[src/rtl/adder_sched_pkg.sv]
// rtl/adder_sched_pkg.sv - shared types and helpers for the round-robin adder scheduler
package adder_sched_pkg;

   typedef enum logic [1:0] {
      IDLE  = 2'd0,
      ISSUE = 2'd1,
      WAIT  = 2'd2,
      RESP  = 2'd3
   } sched_state_e;

   function automatic int clog2(input int n);
      int r;
      r = 0;
      while ((1 << r) < n) r++;
      return r;
   endfunction

   function automatic int sum_w(input int width);
      return width + 2;
   endfunction

endpackage

[src/rtl/rr_arbiter.sv]
// rtl/rr_arbiter.sv - combinational round-robin winner search starting at ptr
module rr_arbiter
   import adder_sched_pkg::*;
#(
   parameter int N  = 4,
   parameter int IW = clog2(N)
) (
   input  logic [N-1:0]  req,
   input  logic [IW-1:0] ptr,
   output logic [N-1:0]  gnt,
   output logic [IW-1:0] idx,
   output logic          any
);

   logic [IW-1:0] cand;
   logic          found;

   // N is a power of two, so the IW-bit add wraps the search naturally
   always_comb begin
      gnt   = '0;
      idx   = '0;
      cand  = '0;
      found = 1'b0;
      any   = |req;
      for (int k = 0; k < N; k++) begin
         cand = ptr + IW'(k);
         if (!found && req[cand]) begin
            found     = 1'b1;
            idx       = cand;
            gnt[cand] = 1'b1;
         end
      end
   end

endmodule

[src/rtl/adder_rr_scheduler.sv]
// rtl/adder_rr_scheduler.sv - round-robin sharing of one 4-operand adder between requesters
module adder_rr_scheduler
   import adder_sched_pkg::*;
#(
   parameter int WIDTH   = 4,
   parameter int NUM_REQ = 4,
   parameter int ADD_LAT = 1,
   parameter int ID_W    = clog2(NUM_REQ)
) (
   input  logic                       clk,
   input  logic                       rst,
   input  logic [NUM_REQ-1:0]         req,
   input  logic [NUM_REQ*WIDTH-1:0]   op_a,
   input  logic [NUM_REQ*WIDTH-1:0]   op_b,
   input  logic [NUM_REQ*WIDTH-1:0]   op_c,
   input  logic [NUM_REQ*WIDTH-1:0]   op_d,
   output logic [NUM_REQ-1:0]         gnt,
   output logic [WIDTH-1:0]           add_a,
   output logic [WIDTH-1:0]           add_b,
   output logic [WIDTH-1:0]           add_c,
   output logic [WIDTH-1:0]           add_d,
   output logic                       add_valid,
   input  logic [sum_w(WIDTH)-1:0]    add_sum,
   output logic                       resp_valid,
   input  logic                       resp_ready,
   output logic [ID_W-1:0]            resp_id,
   output logic [sum_w(WIDTH)-1:0]    resp_sum,
   output logic                       busy
);

   localparam int CNT_W = (ADD_LAT > 1) ? clog2(ADD_LAT) : 1;

   sched_state_e     state, state_next;
   logic [ID_W-1:0]  ptr;
   logic [CNT_W-1:0] cnt;
   logic [NUM_REQ-1:0] arb_gnt;
   logic [ID_W-1:0]  arb_idx;
   logic             arb_any;
   logic             capture;

   rr_arbiter #(.N(NUM_REQ), .IW(ID_W)) u_arb (
      .req (req),
      .ptr (ptr),
      .gnt (arb_gnt),
      .idx (arb_idx),
      .any (arb_any)
   );

   assign add_valid  = (state == ISSUE);
   assign resp_valid = (state == RESP);
   assign busy       = (state != IDLE);
   // A combinational adder is sampled in the issue cycle itself
   assign capture    = ((state == ISSUE) && (ADD_LAT == 0)) ||
                       ((state == WAIT) && (cnt == '0));

   always_comb begin
      state_next = state;
      case (state)
         IDLE:    if (arb_any) state_next = ISSUE;
         ISSUE:   state_next = (ADD_LAT == 0) ? RESP : WAIT;
         WAIT:    if (cnt == '0) state_next = RESP;
         RESP:    if (resp_ready) state_next = IDLE;
         default: state_next = IDLE;
      endcase
   end

   always_ff @(posedge clk) begin
      if (rst) begin
         state    <= IDLE;
         ptr      <= '0;
         cnt      <= '0;
         gnt      <= '0;
         add_a    <= '0;
         add_b    <= '0;
         add_c    <= '0;
         add_d    <= '0;
         resp_id  <= '0;
         resp_sum <= '0;
      end else begin
         state <= state_next;
         gnt   <= '0;
         if ((state == IDLE) && arb_any) begin
            gnt     <= arb_gnt;
            add_a   <= op_a[arb_idx*WIDTH +: WIDTH];
            add_b   <= op_b[arb_idx*WIDTH +: WIDTH];
            add_c   <= op_c[arb_idx*WIDTH +: WIDTH];
            add_d   <= op_d[arb_idx*WIDTH +: WIDTH];
            resp_id <= arb_idx;
            ptr     <= arb_idx + ID_W'(1);
         end
         if (state == ISSUE)
            cnt <= CNT_W'((ADD_LAT > 0) ? ADD_LAT - 1 : 0);
         else if (state == WAIT)
            cnt <= cnt - CNT_W'(1);
         if (capture)
            resp_sum <= add_sum;
      end
   end

endmodule

[config.mk]
export PLATFORM = sky130hd
export DESIGN_NAME = adder_rr_scheduler
export DESIGN_NICKNAME = d
export VERILOG_FILES = /design/src/rtl/adder_sched_pkg.sv /design/src/rtl/rr_arbiter.sv /design/src/rtl/adder_rr_scheduler.sv
export SDC_FILE = /design/constraint.sdc
export NUM_CORES = 1
export LEC_CHECK = 0
export CORE_MARGIN = 1.5
export CORE_UTILIZATION = 30
export CTS_CLUSTER_DIAMETER = 120
export DETAILED_ROUTE_END_ITERATION = 16
export PLACE_DENSITY = 0.66
export SLEW_MARGIN = 25
export SYNTH_ARGS = -nofsm -noshare
export SYNTH_HDL_FRONTEND = slang
export SYNTH_SLANG_ARGS = --single-unit
[constraint.sdc]
create_clock -name clk -period 4.1 [get_ports clk]
set_clock_uncertainty 0.15 [all_clocks]
set_input_delay 0.615 -clock clk [delete_from_list [all_inputs] [get_ports clk]]
set_output_delay 0.615 -clock clk [all_outputs]
set_load 0.05 [all_outputs]
==> summary by stage, run 1 <==
Outcome
The flow ran to the end, and the final reports show no timing, DRC or antenna violations.

STA
The number of max-slew violations in the final report is 0. The final-report hold violation count was 0. The fraction of the cycle the final worst path needs is 0.827.

The post-route setup TNS is 0 ns. The worst relative slew slack is 0.550. The total of endpoints with negative setup slack in the final report is 0. Setup repair after global routing left no endpoint under its margin. The time the worst path needs with I/O delays and setup is 3.39 ns. For this run, the top clock speed supported by timing is 0.295 GHz. The final worst hold slack is 0.311 ns.

For the pin with the worst max-slew slack, the measured transition is 0.674 ns. The slack of the critical path is 0.708 ns.

Die
The site row count is 32. After floorplanning, the core was sized to cover 0.00773 mm^2. The height of the die is 92.2 um. Pin placement for this block handled 108 I/O pins.

The die width is 92.2 um. The initial core utilization is 0.309. The full die area is 0.00851 mm^2.

Cells and area
The final net count is 462. Of the cells placed in the final design, the portion with a size suffix greater than 1 is 0.0824. Fill cells in the final layout number 767. The library cells used most frequently in the layout, excluding fill and tap cells, are clkdlybuf4s50_1 (107), nand2_1 (35), dfxtp_1 (33), mux2i_1 (28), nor2_1 (25). The area growth from synthesis to final layout is 49.8%.

The antenna diode count is 0. The core utilization of the finished layout is 0.463. Leaving out fill and tap cells, the most frequent cell in the layout is clkdlybuf4s50_1.

Clock tree
The H-tree was split into 2 levels. The number of hold buffers added after CTS is 0. The number of setup buffers added after CTS is 0.

The worst-skew pair later-pin latency is 0.28 ns. Gates resized during post-CTS repair numbered 0. The total CTS buffers is 5. The tree built by TritonCTS fans out to 33 sinks. The CTS tree is done. Clock-pin slew was measured on the worst setup and hold paths at 0.07 ns. The maximum count of clock buffers along a single path is 2. The cell at the root of the clock tree is clkbuf_8.

Critical path
The data arrival time at the worst-slack endpoint is 3.45 ns. The category of the critical setup timing path is reg2reg. Along the worst path, the maximum fanout reaches 12. The nature of the critical path endpoint is a register.

The number of buffers and inverters on the critical path is 1. The required time at the endpoint of the critical path is 4.16 ns. The slowest stage of the critical path is the dfxtp_1 cell. The critical path goes through inv_1 > ha_1 > mux4_2 > a211oi_1 > o22a_1 > nand2_1 > o221ai_1.

The worst setup path is launched from a register. On the worst path, the slowest cell contributes a delay of 0.63 ns. Among cell families on the critical path, the largest total delay comes from compound AO/OA/AOI/OAI gates.

Global routing
The number of antenna violations at the first check in global routing is 0. The via count of the first global-routing pass came to 2314. In the global route stage, overall resource usage came out at 0.162. The first global-routing pass estimated 11.1 mm of wire.

The total grt overflow is 0. Entering global routing, the biggest net connects 38 pins.

Routing
The first detailed-routing pass took 4 iterations. After detailed routing, the total wire length is 6.87 mm. Dividing the detail-routed wire length by the instance count gives 14.4 um. Using the TritonRoute via totals, the vias-per-cell ratio works out to 5.22. The count of nets left with antenna violations once routing finished came out at 0. Across all layers, the routed design uses 2495 vias. The remaining design rule violation count is 0. The violation count after the first detailed-route iteration is 191.

Logic synthesis
The number of warnings printed during yosys synthesis is 0. Synthesis produced 280 cells. The post-synthesis async set-or-reset flop share is 0. Counting every net in the synthesized netlist gives 367. The prevailing post-synth register cell is dfxtp_1. The average cell area after synthesis is 8.53 um^2.

After synthesis the netlist holds a flip-flop and latch count of 33. Of the synthesized area, sequential elements account for 0.277. The cell area that synthesis handed to floorplanning was 0.00239 mm^2. The number of different library cells in the post-synthesis netlist is 38. Yosys mapped a number of flops with a built-in enable equal to 0.

Worst hold path
The path category of the worst min-delay check is reg2reg.

Power and ir drop
IR analysis of the VDD net gives a maximum drop of 294 uV. The cell area power density is 689 mW/mm^2. The cell leakage power is 1.35 nW.

Placement
The post-place setup slack is 0.542 ns. The global placement routability congestion is 0.904. Summed over all nets, the half-perimeter wirelength after detailed placement is 5.07 mm. The number of buffers added on ports is 107.

Job
Max-cap violations in this run came to 0.
## metrics by stage
stage | power, W | cell area (um^2) | std cells
after floorplan | 0.00182 | 2390 | 280
after CTS | 0.00249 | 3580 | 478
after global routing | 0.00265 | 3580 | 478
final | 0.00247 | 3580 | 478
after detailed placement | 0.00224 | 3490 | 470
after global placement | 0.00222 | 3490 | 470
## final timing paths
path	from	end	depth (start not counted)	slack [ns]
setup / recovery	ptr[1]$_SDFFE_PP0P_	add_a[2]$_SDFFE_PP0P_	7	0.71
hold / removal	resp_id[1]$_SDFFE_PP0P_	resp_id[1]$_SDFFE_PP0P_	2	0.31
setup reg to reg	ptr[1]$_SDFFE_PP0P_	add_a[2]$_SDFFE_PP0P_	7	0.71
hold reg to reg	resp_id[1]$_SDFFE_PP0P_	resp_id[1]$_SDFFE_PP0P_	2	0.31
## report_power, final
part	switching, W	leakage, nW	internal, W
sequential	0.0000635	0.271	0.000424
clock	0.000124	0.0450	0.000118
combinational	0.00105	1.04	0.000687
total	0.00124	1.35	0.00123
## final cells by class
type	instances	area, um^2	area share
Clock buffer	6	72.6	0.0203
Clock inverter	2	10.0	0.00280
Inverter	7	26.3	0.00735
Multi-Input combinational cell	215	1560	0.437
Sequential cell	33	661	0.185
Tap cell	102	128	0.0357
Timing Repair Buffer	113	1120	0.312
## registers in the layout, indices dropped and copies added, names as in the netlist
signal / flops
add_a: 4
add_b: 4
add_c: 4
add_d: 4
cnt: 1
gnt: 4
ptr: 2
resp_id: 2
resp_sum: 6
state: 2
## cells in the mapped netlist, types with 2 or more instances
cell / count / area share
nand2_1: 35 / 0.055
dfxtp_1: 33 / 0.28
mux2i_1: 29 / 0.12
nor2_1: 25 / 0.039
a22oi_1: 14 / 0.044
a31oi_1: 12 / 0.031
nor3_1: 12 / 0.025
a32o_1: 10 / 0.042
clkbuf_1: 10 / 0.016
ha_1: 10 / 0.052
mux2_2: 10 / 0.047
nand3_1: 10 / 0.021
a21oi_1: 9 / 0.019
buf_2: 8 / 0.017
inv_1: 7 / 0.011
o221ai_1: 6 / 0.022
a221oi_1: 4 / 0.015
buf_6: 4 / 0.019
a211oi_1: 3 / 0.0094
mux4_2: 3 / 0.028
nand2b_1: 3 / 0.0079
or3_1: 3 / 0.0079
buf_4: 2 / 0.0063
nor2b_1: 2 / 0.0052
nor4_1: 2 / 0.0052
xnor2_1: 2 / 0.0073
## worst register-to-register path: stages, from the launching register on
cell	delay, ns
dfxtp_1	0.63
inv_1	0.16
ha_1	0.47
mux4_2	0.48
a211oi_1	0.43
o22a_1	0.51
nand2_1	0.26
o221ai_1	0.23
## metal layers
metal,up-vias,share of wire,GRT usage
met4,0,0.011,0.0462
met1,1159,0.43,0.205
li1,1232,-,-
met5,-,0,0
met3,9,0.082,0.0506
met2,95,0.48,0.263
## cell families (layout without fill, tap and decap cells)
kind of cell	after synthesis	count (layout)	share of synthesized area
AO/OA/AOI/OAI	66	66	0.213
XOR/XNOR	2	2	0.00734
adder cells (fa/ha/maj)	10	10	0.0524
buffers and inverters	32	128	0.0702
flip-flops	33	33	0.277
multiplexers	42	42	0.197
AND/OR/NAND/NOR	95	95	0.184
(Power assumes the default switching activity.)
==> inputs of run 2 (changes only) <==
- PLACE_DENSITY: 0.66 -> 0.68
- clock period: 4.1 -> 2.9 ns (I/O delays scaled with it)
==> run 2 against run 1 <==
Compared with the run above: critical path depth increased by 1; non-clock buffer count increased by 18; die area unchanged; register-to-register slack got worse by 0.49 ns; combinational power increased by 54%; sequential cell count unchanged.
==> summary by stage, run 2 (synthesized netlist as in run 1, its figures left out) <==
Outcome
The run finished with clean final reports.

Routing
For this run, design rule violations remaining after detail routing come to 0. The via count normalized by instance count is 5.21. The routed layout has 2583 vias. After detailed routing, the average wire length per cell comes to 14.8 um.

The detailed router finished its first iteration with 90 violations. The number of detailed-route iterations in the first pass is 4. The post-route antenna net violation count is 0. The final wirelength is 7.36 mm.

Cells and area
The fraction of layout instances using a drive strength above 1 is 0.127. The antenna diode count is 0. The post-route standard cell area excluding fillers is 0.00377 mm^2.

The final net count is 480. The top cell types in the final layout, fill and taps aside, are clkdlybuf4s50_1 (107), nand2_1 (35), dfxtp_1 (33), mux2i_1 (28), nor2_1 (25). The area growth from synthesis to final layout is 57.8%. The most frequent standard cell in the layout excluding fill and tap cells is clkdlybuf4s50_1. The register with the most flip-flops in the layout has 6 of them. The register with the most flip-flops in the final layout is resp_sum.

Die
In this run the horizontal extent of the chip is 92.2 um. The initial core utilization is 0.309. The number of I/O pins is 108. The placeable core area is 0.00773 mm^2. After floorplanning, the core was divided into 32 placement rows.

The die covers 0.00851 mm^2. The height of the die is 92.2 um.

STA
The actual transition at the worst max-transition pin is 0.693 ns. Setup repair after global routing left no endpoint under its margin. The slack of the critical path is 0.219 ns. The time the worst path needs with I/O delays and setup is 2.68 ns. Of the available clock period, the critical path in the final layout requires 0.924.

The achievable clock frequency is 0.373 GHz. The final-report hold violation count is 0. The worst relative slew slack is 0.537. The number of max-slew violations in the final report was 0. Setup violations remaining at the end of the flow were counted as 0.

Power and ir drop
The total power is 0.00382 W. The analysis attributes to cell leakage a power of 1.46 nW. The maximum VDD drop is 693 uV. The cell area power density is 1010 mW/mm^2.

Clock tree
The clock reaches the later pin of the worst-skew pair after 0.30 ns. The maximum count of clock buffers along a single path is 2. The CTS tree is done. The total number of H-tree levels is 2. The total CTS buffers is 5. The clock net in this run drives a total of 33 sinks. The number of gates resized after CTS was 0. The total setup buffers inserted after CTS is 0. In this run the clock root is driven by a clkbuf_8.

The number of hold buffers added after CTS is 0. After clock tree synthesis, the clock-pin slew on the worst setup and hold paths is 0.08 ns.

Global routing
The largest net degree at the start of global routing is 38. The via count of the first global-routing pass is 2490. The combined global-route utilization of all metal layers is 0.173.

The global-route wire length before repair is 11.9 mm. The number of antenna violations at the first check in global routing is 0. The total grt overflow is 0.

Placement
The HPWL after detailed placement is 5.62 mm. Before CTS, the worst setup slack after placement is -0.00374 ns. After detailed placement, the total cell area comes to 0.00365 mm^2. In this run the tool buffered the top-level ports with 107 buffer cells. The global placement routability congestion is 0.853.

Critical path
The worst setup path is captured at a register. Data on the critical path arrives at its endpoint at 2.73 ns. The category of the critical setup timing path is reg2reg. The critical path startpoint category is a register. In this run the worst path has a maximum fanout of 37.

STA puts the critical path data required time at 2.95 ns.

Job
Across the run, the number of max-cap violations was 0.

Worst hold path
In this run the worst hold path is classified as reg2reg.
## run 2: changes by cell type in the layout (fill, tap and decap cells not counted), sizes merged
cell	before	now
bufinv	0	1
clkinvlp	0	1
clkinv	2	1
clkbuf	6	5
buf	6	24
## run 2: area by class of cell
type	instances	area (um^2)
Fill cell	735	3960
Clock buffer	5	68.8
Clock inverter	3	46.3
Tap cell	102	128
Sequential cell	33	661
Multi-Input combinational cell	215	1560
Inverter	7	26.3
Timing Repair Buffer	131	1280
## run 2: worst max-delay path, stage by stage, from the launching register on
cell     delay [ns]
dfxtp_1        0.34
buf_4          0.37
mux4_2         0.63
buf_4          0.18
nor3_4         0.20
o22a_1         0.24
buf_4          0.17
nand2_1        0.06
a32o_1         0.24
## run 2: final timing paths
path                           start                       to  slack [ns]  cells past startpoint
max              ptr[0]$_SDFFE_PP0P_    add_b[0]$_SDFFE_PP0P_        0.22                      8
min          resp_id[1]$_SDFFE_PP0P_  resp_id[1]$_SDFFE_PP0P_        0.32                      2
min reg2reg  resp_id[1]$_SDFFE_PP0P_  resp_id[1]$_SDFFE_PP0P_        0.32                      2
max reg2reg      ptr[0]$_SDFFE_PP0P_    add_b[0]$_SDFFE_PP0P_        0.22                      8
## run 2: report_power, final
part	internal, W	switching, W
registers	0.000600	0.0000790
clock network	0.000257	0.000195
logic	0.00113	0.00155
total	0.00199	0.00183
## run 2: metal layers
layer | GRT usage | vias to the layer above | part of all wire
li1 | - | 1269 | -
met1 | 0.220 | 1199 | 0.46
met2 | 0.286 | 104 | 0.46
met3 | 0.0473 | 11 | 0.073
met4 | 0.0513 | 0 | 0.014
met5 | 0 | - | 0
## run 2: stage by stage
step	utilization	std cells	hold slack, ns	TNS (ns)
finish	0.488	496	0.318	0
global route	0.488	496	0.337	0
detailed placement	0.473	488	0.303	-0.00740
global placement	0.473	488	0.296	0
floorplan	-	280	0.361	0
CTS	0.488	496	0.317	0
